--- config.mk ---
export PLATFORM = sky130hd
export DESIGN_NAME = mem_access_stage
export DESIGN_NICKNAME = d
export VERILOG_FILES = /design/src/rtl/cpu_types_pkg.sv /design/src/rtl/mem_wb_reg.sv /design/src/rtl/mem_access_stage.sv
export SDC_FILE = /design/constraint.sdc
export NUM_CORES = 1
export LEC_CHECK = 0
export ABC_CLOCK_PERIOD_IN_PS = 1630
export BUFFER_PORTS_ARGS = -buffer_cell sky130_fd_sc_hd__buf_2
export CORE_AREA = 3 3 107 109
export CTS_CLUSTER_SIZE = 40
export DETAILED_ROUTE_END_ITERATION = 16
export DIE_AREA = 0 0 110 112
export GPL_TIMING_DRIVEN = 0
export PLACE_DENSITY_LB_ADDON = 0.3
export SYNTH_ARGS = -nofsm -noshare
export SYNTH_HDL_FRONTEND = slang
export SYNTH_SLANG_ARGS = --single-unit
--- constraint.sdc ---
create_clock -name CLK -period 1.63 [get_ports CLK]
set_clock_uncertainty 0.2 [all_clocks]
set_input_delay 0.326 -clock CLK [delete_from_list [all_inputs] [get_ports CLK]]
set_output_delay 0.326 -clock CLK [all_outputs]
set_load 0.005 [all_outputs]
--- src/rtl/cpu_types_pkg.sv ---
// Shared types for the memory-access stage: word/register types, the
// write-back source select and the stage FSM encoding.
package cpu_types_pkg;

    localparam int WORD_W_DEF = 32;
    localparam int REG_W      = 5;

    typedef logic [WORD_W_DEF-1:0] word_t;
    typedef logic [REG_W-1:0]      regbits_t;

    typedef enum logic [1:0] {
        MTR_ALU  = 2'd0,
        MTR_LOAD = 2'd1,
        MTR_LUI  = 2'd2,
        MTR_PCP4 = 2'd3
    } memtoreg_t;

    typedef enum logic [1:0] {
        IDLE   = 2'd0,
        WAIT   = 2'd1,
        HALTED = 2'd2
    } mem_state_t;

endpackage

--- src/rtl/mem_wb_reg.sv ---
// MEM/WB pipeline latch with the MemToReg write-data mux.
// Loads on unstalled edges, inserts a bubble while stalled, pins halt once halted.
module mem_wb_reg
    import cpu_types_pkg::*;
#(
    parameter int WORD_W = 32
) (
    input  logic              clk,
    input  logic              nRST,
    input  logic              stall_i,
    input  logic              halted_i,
    input  logic              ex_valid_i,
    input  logic              ex_regWr_i,
    input  logic              ex_halt_i,
    input  logic [1:0]        ex_MemToReg_i,
    input  logic [4:0]        ex_wsel_i,
    input  logic [WORD_W-1:0] ex_portO_i,
    input  logic [WORD_W-1:0] ex_luiValue_i,
    input  logic [WORD_W-1:0] ex_pcp4_i,
    input  logic [WORD_W-1:0] dmemload_i,
    output logic              wb_valid_o,
    output logic              wb_regWr_o,
    output logic              wb_halt_o,
    output logic [4:0]        wb_wsel_o,
    output logic [WORD_W-1:0] wb_wdat_o
);

    logic              valid_q, regWr_q, halt_q;
    logic [4:0]        wsel_q;
    logic [WORD_W-1:0] wdat_q, wdat_d;

    always_comb begin
        wdat_d = ex_portO_i;
        case (memtoreg_t'(ex_MemToReg_i))
            MTR_ALU:  wdat_d = ex_portO_i;
            MTR_LOAD: wdat_d = dmemload_i;
            MTR_LUI:  wdat_d = ex_luiValue_i;
            MTR_PCP4: wdat_d = ex_pcp4_i;
            default:  wdat_d = ex_portO_i;
        endcase
    end

    always_ff @(posedge clk) begin
        if (!nRST) begin
            valid_q <= 1'b0;
            regWr_q <= 1'b0;
            halt_q  <= 1'b0;
            wsel_q  <= '0;
            wdat_q  <= '0;
        end else if (halted_i) begin
            // Halt is terminal: keep signalling it, never commit another write.
            valid_q <= 1'b0;
            regWr_q <= 1'b0;
            halt_q  <= 1'b1;
        end else if (stall_i) begin
            valid_q <= 1'b0;
            regWr_q <= 1'b0;
            halt_q  <= 1'b0;
        end else begin
            valid_q <= ex_valid_i;
            regWr_q <= ex_regWr_i & ex_valid_i;
            halt_q  <= ex_halt_i & ex_valid_i;
            wsel_q  <= ex_wsel_i;
            wdat_q  <= wdat_d;
        end
    end

    assign wb_valid_o = valid_q;
    assign wb_regWr_o = regWr_q;
    assign wb_halt_o  = halt_q;
    assign wb_wsel_o  = wsel_q;
    assign wb_wdat_o  = wdat_q;

endmodule

--- src/rtl/mem_access_stage.sv ---
// Memory-access pipeline stage: cache handshake FSM, stall generation and MEM/WB latch.
// Optional macro STALL_COUNTER_EN adds a saturating stall_cycles counter output.
module mem_access_stage
    import cpu_types_pkg::*;
#(
    parameter int WORD_W = 32
) (
    input  logic              CLK,
    input  logic              nRST,
    input  logic              ex_valid,
    input  logic              ex_dREN,
    input  logic              ex_dWEN,
    input  logic              ex_regWr,
    input  logic [1:0]        ex_MemToReg,
    input  logic [4:0]        ex_wsel,
    input  logic              ex_halt,
    input  logic [WORD_W-1:0] ex_portO,
    input  logic [WORD_W-1:0] ex_dmemstore,
    input  logic [WORD_W-1:0] ex_luiValue,
    input  logic [WORD_W-1:0] ex_pcp4,
    output logic              dmemREN,
    output logic              dmemWEN,
    output logic [WORD_W-1:0] dmemaddr,
    output logic [WORD_W-1:0] dmemstore,
    input  logic              dhit,
    input  logic [WORD_W-1:0] dmemload,
    output logic              mem_stall,
`ifdef STALL_COUNTER_EN
    output logic [31:0]       stall_cycles,
`endif
    output logic              wb_valid,
    output logic              wb_regWr,
    output logic              wb_halt,
    output logic [4:0]        wb_wsel,
    output logic [WORD_W-1:0] wb_wdat
);

    mem_state_t state_q, state_d;
    logic       halted, req_ok, req_any, halt_take;

    assign halted = (state_q == HALTED);
    // Reset gates the request combinationally so nothing reaches the cache mid-reset.
    assign req_ok    = nRST & ex_valid & ~halted;
    assign dmemREN   = req_ok & ex_dREN & ~ex_dWEN;
    assign dmemWEN   = req_ok & ex_dWEN;
    assign req_any   = dmemREN | dmemWEN;
    assign mem_stall = req_any & ~dhit;
    assign dmemaddr  = ex_portO;
    assign dmemstore = ex_dmemstore;
    assign halt_take = ~mem_stall & ex_valid & ex_halt & ~halted;

    always_comb begin
        state_d = state_q;
        case (state_q)
            IDLE:    if (req_any && !dhit) state_d = WAIT;
            WAIT:    if (dhit) state_d = IDLE;
            HALTED:  state_d = HALTED;
            default: state_d = IDLE;
        endcase
        if (halt_take) state_d = HALTED;
    end

    always_ff @(posedge CLK) begin
        if (!nRST) state_q <= IDLE;
        else       state_q <= state_d;
    end

`ifdef STALL_COUNTER_EN
    logic [31:0] stall_cnt_q;

    always_ff @(posedge CLK) begin
        if (!nRST)
            stall_cnt_q <= '0;
        else if (mem_stall && !halted && stall_cnt_q != 32'hFFFF_FFFF)
            stall_cnt_q <= stall_cnt_q + 32'd1;
    end

    assign stall_cycles = stall_cnt_q;
`endif

    mem_wb_reg #(.WORD_W(WORD_W)) u_mem_wb_reg (
        .clk           (CLK),
        .nRST          (nRST),
        .stall_i       (mem_stall),
        .halted_i      (halted),
        .ex_valid_i    (ex_valid),
        .ex_regWr_i    (ex_regWr),
        .ex_halt_i     (ex_halt),
        .ex_MemToReg_i (ex_MemToReg),
        .ex_wsel_i     (ex_wsel),
        .ex_portO_i    (ex_portO),
        .ex_luiValue_i (ex_luiValue),
        .ex_pcp4_i     (ex_pcp4),
        .dmemload_i    (dmemload),
        .wb_valid_o    (wb_valid),
        .wb_regWr_o    (wb_regWr),
        .wb_halt_o     (wb_halt),
        .wb_wsel_o     (wb_wsel),
        .wb_wdat_o     (wb_wdat)
    );

endmodule

==> results.md, run 1 <==
- Power Dens Cells: 645.8 mW/mm^2
- Die Y: 112 um
- Fin. Hold Viols: 0
- Drt drc: 0
- Post-Route WL: 9.181 mm
- Iteration-0 DRC Markers: 62
- Top FF cell, synth: dfxtp_1
- Worst-skew pair later-pin latency: 0.29 ns
- Aggregate global routing overflow: 0
- Synthesized instance count: 250
- Placed cells: 637
- Largest net degree at the start of global routing: 14
- Slew at the pin closest to its max-slew limit: 0.5569 ns
- Worst EP required: 1.10 ns
- Violations in the final reports: negative setup slack
- Detailed Place HPWL: 7.792 mm
- Max-slew violation count: 0
- Final setup margin: -0.008156 ns
- Top-level I/O count: 282
- Register bit count reported by yosys: 42
- N_diodes: 0
- Crit Path Class: reg2out
- CTS tree: built
- Seq/Total Area, Yosys: 29.96%
- Global Route Usage Sum: 14.23%
- Clock transition at the registers of the reported paths: 0.08 ns
- Netlist cell types: 26
- RSZ-0062 raised after global routing: yes
- P&R area growth vs syn: 55.37%
- Clk buf depth: 2
- Post-Syn Nets: 425
- Worst path max stage delay: 0.33 ns
- Max-slew headroom at the worst pin: 62.87%
- Row count: 38
- CP max-delay cell: dfxtp_2
- Antenna viol nets, final: 0
- Vias in the first global route: 2860
- Core Area: 0.01070 mm^2
- Via density: 4.332
- Die area: 0.01232 mm^2
- CTS sink cnt: 42
- Initial antenna violation count: 1
- Ys async rst share: 0%
- TritonCTS Buffers: 5
- Starting Density: 26.23%
- Nets@finish: 681
- Status: complete, but fails checks
- Max-Cap Viols: 0
- Clock period minus worst slack: 1.638 ns
- Cell family with the largest share of critical-path delay: simple AND/OR/NAND/NOR gates
- CTS Root Cell: clkbuf_8
- Routability cong.: 0.7549
- H-tree level count: 2
- Min Hold Slack: 0.03634 ns
- Arr. time, crit path: 1.11 ns
- Cell Count, Final, Fillers Out: 647
- Most frequent cell after synthesis: buf_4
- Wirelength per Cell: 14.19 um
- Synth top area share: 29.96%
- Post-synth EDFFs: 0
- CP Buf/Inv Count: 1
- YS warnings: 0
- Drt first pass iters: 3
- CP Launch Type: flop
- Fmax: 610.4 MHz
- VDD IR-drop max: 0.2689 mV
- Syn avg cell area: 11.23 um^2
- Final setup fails: 1
- Port Buffer Count: 247
- Post-layout util: 40.76%
- First-pass GRT wire length: 13.53 mm
- Area contributors post-synth: dfxtp_1, mux4_2, buf_4
- Via count: 2803
- LEAKAGE: 0.002209 uW
- Crit share post-route: 100.5%
- Yosys top cell by area: dfxtp_1
- CP Max Fanout: 4
- Share of cells above drive strength 1: 73.96%
- Worst setup EP type: primary output
- Crit path cell chain: nand2b_4 -> nand3_4 -> nor3b_2 -> buf_2
- Die X: 110 um
- Post-synthesis cell area: 0.002806 mm^2
- Hold crit path type: in2reg
- Post-synth top cells: buf_4, dfxtp_1, nand2_1
## layout by cell type (no fill, tap or decap), types with 2 or more instances in the layout
| cell type | instances |
|---|---|
| mux4_2 | 32 |
| dfxtp_1 | 41 |
| nand2_1 | 34 |
| clkbuf_8 | 6 |
| buf_2 | 251 |
| o2bb2ai_1 | 31 |
| buf_8 | 6 |
| mux2i_1 | 5 |
| buf_4 | 66 |
| clkbuf_1 | 4 |
| inv_1 | 2 |
| nor2_1 | 9 |
## layout make-up
cell class                 count  area [um^2]
buffer                        83        656.9
inverter                       2        7.507
multi-input combinational    123         1330
clock buffer                   6        82.58
fill                        1101         6337
clock inverter                 2        12.51
tap                          140        175.2
timing repair buffer         249         1254
sequential                    42        842.1
## report_power, final
part           internal (uW)  switching (uW)
Clock                    341             361
Sequential              1120            43.6
Combinational            584             364
## state kept, by name, indices dropped and copies added (netlist names)
signal and cells:
u_mem_wb_reg.wb_wsel_o 5, u_mem_wb_reg.wb_regWr_o 1, state_q 2, u_mem_wb_reg.wb_halt_o 1, u_mem_wb_reg.wb_wdat_o 32, u_mem_wb_reg.wb_valid_o 1
## layer usage
metal  GRT usage (%)  wire, um
met5               0        13
met1           14.43      3054
met2           27.79      5041
met4           3.741        65
met3           3.768      1006
## through the flow
step	worst slack [ns]	instance area (um^2)	TNS (ns)	total power [uW]
after global routing	-0.1022	4360	-0.2101	3011
after floorplan	0.1096	2806	0	1710
after CTS	-0.04358	4357	-0.04358	2879
final	-0.008156	4360	-0.008156	2816
after detailed placement	-0.2823	4218	-5.802	2146
after global placement	-0.2785	4218	-4.999	2127
## logic make-up after synthesis
family / after synthesis / synth area share, %
muxes: 37 / 27.46
DFF: 42 / 29.96
AOI/OAI and AO/OA: 37 / 11.86
buffers and inverters: 85 / 23.54
and+or+nand+nor: 49 / 7.178
## path summary, 6_finish.rpt
check,startpoint,slack [ns],to,depth (start not counted)
hold / removal,ex_regWr,0.04,u_mem_wb_reg.wb_regWr_o,2
hold reg to reg,u_mem_wb_reg.wb_wdat_o[14],0.26,u_mem_wb_reg.wb_wdat_o[14],2
setup / recovery,state_q[0],-0.008,dmemREN,4
setup reg to reg,state_q[0],0.12,u_mem_wb_reg.wb_wdat_o[19],5
## what timing repair did
action / CTS / global route
hold buffers: 1 / 0
pin swaps: 2 / 1
setup buffers: 1 / 0
endpoints found under the hold margin: 1 / 0
setup endpoints to repair: 3 / 17
gates resized for setup: 5 / 2
gates cloned: 0 / 0
Note: power is estimated with default switching activity, not from simulation.
==> run 2, diff against run 1 <==
Settings changed: CORE_AREA 3 3 107 109 to 3 3 108 110, DIE_AREA 0 0 110 112 to 0 0 111 113, SYNTH_HIERARCHICAL set to 1.
==> run 2 against run 1 <==
  * The flow still finishes with violations (negative setup slack)
  * Synthesized cell count is 18% higher
  * Fmax is 10% lower
  * Final cell count is 7.1% higher
  * Largest cell class unchanged
  * Non-clock buffer count is 4 higher
==> results.md, run 2 <==
- N_diodes: 0
- Die X: 111 um
- Status: complete, but fails checks
- Violations in the final reports: negative setup slack
- Via density: 4.380
- Main combinational cell family by area after synthesis: compound AO/OA/AOI/OAI gates
- Worst-skew pair later-pin latency: 0.29 ns
- Min Hold Slack: 0.03199 ns
- CP Launch Type: flop
- Most common cell after layout, fill and taps aside: buf_2
- Crit Path Class: reg2reg
- Detailed Place HPWL: 7.774 mm
- Fmax: 549.5 MHz
- Worst EP required: 1.67 ns
- Initial antenna violation count: 0
- Via count: 3035
- Post-synthesis xor/xnor area fraction: 0%
- Post-synthesis cell area: 0.002952 mm^2
- Max FFs per register: 32
- Clk buf depth: 2
- Clock transition at the registers of the reported paths: 0.08 ns
- Arr. time, crit path: 1.86 ns
- CTS tree: built
- Design area: 0.004690 mm^2
- Yosys top cell by area: dfxtp_1
- Top FF cell, synth: dfxtp_1
- Crit share post-route: 111.6%
- Nets@finish: 728
- Slew at the pin closest to its max-slew limit: 0.3506 ns
- VDD IR-drop max: 0.3170 mV
- Compound-Gate Fraction of Synth Area: 23.99%
- Simple-gate area share of the yosys netlist: 5.256%
- Top-level I/O count: 282
- Antenna viol nets, final: 0
- Seq/Total Area, Yosys: 28.49%
- Worst path max stage delay: 0.57 ns
- Drt first pass iters: 4
- Netlist cell types: 28
- Fin. Hold Viols: 0
- Overall power: 3046 uW
- Row count: 38
- Crit path cell chain: nand2b_4 -> nand3_4 -> nor2_4 -> or4b_4 -> buf_12 -> o22ai_2 -> a21o_1
- Max-Cap Viols: 0
- Mux share of post-synthesis cell area: 21.70%
- Iteration-0 DRC Markers: 93
- Cell Count, Final, Fillers Out: 693
- Post-DP Area: 0.004431 mm^2
- Fill cells: 1094
- Aggregate global routing overflow: 0
- Core Area: 0.01079 mm^2
- Final setup margin: -0.1898 ns
- CTS Root Cell: clkbuf_8
- Power Dens Cells: 649.5 mW/mm^2
- Routability cong.: 0.8343
- Ys async rst share: 0%
- Wirelength per Cell: 13.59 um
- CP Max Fanout: 10
- H-tree level count: 2
- Largest net degree at the start of global routing: 14
- Clock period minus worst slack: 1.820 ns
- Synthesized instance count: 294
- Post-synth EDFFs: 0
- Adder-Cell Fraction of Synth Area: 0%
- Post-synth top cells: buf_4, mux2i_1, dfxtp_1
- CP Buf/Inv Count: 1
- Final setup fails: 35
- Drt drc: 0
- Max-slew violation count: 0
- Commonest cells after routing, fill and taps aside: buf_2, buf_4, mux2i_1, dfxtp_1, a21o_1
- Register bit count reported by yosys: 42
- Port Buffer Count: 248
- TritonCTS Buffers: 5
- Die Y: 113 um
- Placed cells: 682
- First-pass GRT wire length: 14.88 mm
- Share of cells above drive strength 1: 70.16%
- Die area: 0.01254 mm^2
- Hold crit path type: in2reg
- Starting Density: 27.35%
- Vias in the first global route: 3110
- Post-Syn Nets: 469
- Worst setup EP type: flop
- Post-Route WL: 9.415 mm
- Max-slew headroom at the worst pin: 76.62%
- TNS Setup: -5.977 ns
- CP max-delay cell: or4b_4
- CTS sink cnt: 42
- P&R area growth vs syn: 58.88%
- Synth top area share: 28.49%
- Area contributors post-synth: dfxtp_1, mux2i_1, buf_4
- Global Route Usage Sum: 14.29%
- Cell family with the largest share of critical-path delay: simple AND/OR/NAND/NOR gates
- Syn avg cell area: 10.04 um^2
- RSZ-0062 raised after global routing: yes
- YS warnings: 6
- LEAKAGE: 0.002775 uW
==> run 2: cell types whose count changed in the layout (fill, tap and decap cells not counted), moves of 5 or more <==
cell / before / now
mux2i_1: 5 / 64
a21o_1: 0 / 32
mux4_2: 32 / 0
o22ai_2: 0 / 31
o2bb2ai_1: 31 / 1
nand2_1: 34 / 12
nor2_1: 9 / 1
a21boi_0: 0 / 5
buf_4: 66 / 71
==> run 2: final cells by class <==
cell class                 instances  area, um^2  area share (%)
tap                              140       175.2           3.735
sequential                        42       842.1           17.96
inverter                           3       11.26          0.2401
timing repair buffer             256        1325           28.26
buffer                            80       646.9           13.79
clock buffer                       6       82.58           1.761
clock inverter                     1       30.03          0.6403
multi-input combinational        165        1577           33.62
==> run 2: worst paths after layout <==
path	startpoint	end	slack, ns	cells past startpoint
worst min register to register	u_mem_wb_reg/wb_wdat_o[25]	u_mem_wb_reg/wb_wdat_o[25]	0.25	1
worst min-delay path	ex_regWr	u_mem_wb_reg/wb_regWr_o	0.03	2
worst max-delay path	state_q[0]	u_mem_wb_reg/wb_wdat_o[28]	-0.19	7
worst max register to register	state_q[0]	u_mem_wb_reg/wb_wdat_o[28]	-0.19	7
==> run 2: logic make-up after synthesis <==
| kind of cell | Yosys count |
|---|---|
| buffers and inverters | 87 |
| AO/OA/AOI/OAI | 73 |
| multiplexers | 64 |
| flip-flops | 42 |
| AND/OR/NAND/NOR | 28 |
==> run 2: through the flow <==
step	util [%]	setup slack (ns)
2_1_floorplan	-	-0.1244
3_3_place_gp	41.05	-0.5581
3_5_place_dp	41.05	-0.5677
4_1_cts	43.46	-0.2091
5_1_grt	43.45	-0.2682
6_report	43.45	-0.1898
==> run 2: what timing repair did <==
action                     in CTS  in global routing
setup endpoints to repair      35                 42
gates resized for setup        22                  4
hold buffers                    0                  0
cloned                          1                  0
pin swaps                       2                  0
buffers inserted                7                  0
==> run 2: per-layer routing <==
layer / vias up / global-route usage, % / part of all wire (%)
met5: - / 0 / 0
met4: 0 / 2.463 / 0.28
met3: 2 / 3.797 / 8.7
met2: 151 / 27.47 / 54
met1: 1384 / 15.96 / 37
li1: 1498 / - / -
==> run 2: power by group <==
part	total (uW)	switching, uW	internal [uW]
clock	845	355	491
sequential	1170	45.6	1130
combinational	1030	423	606
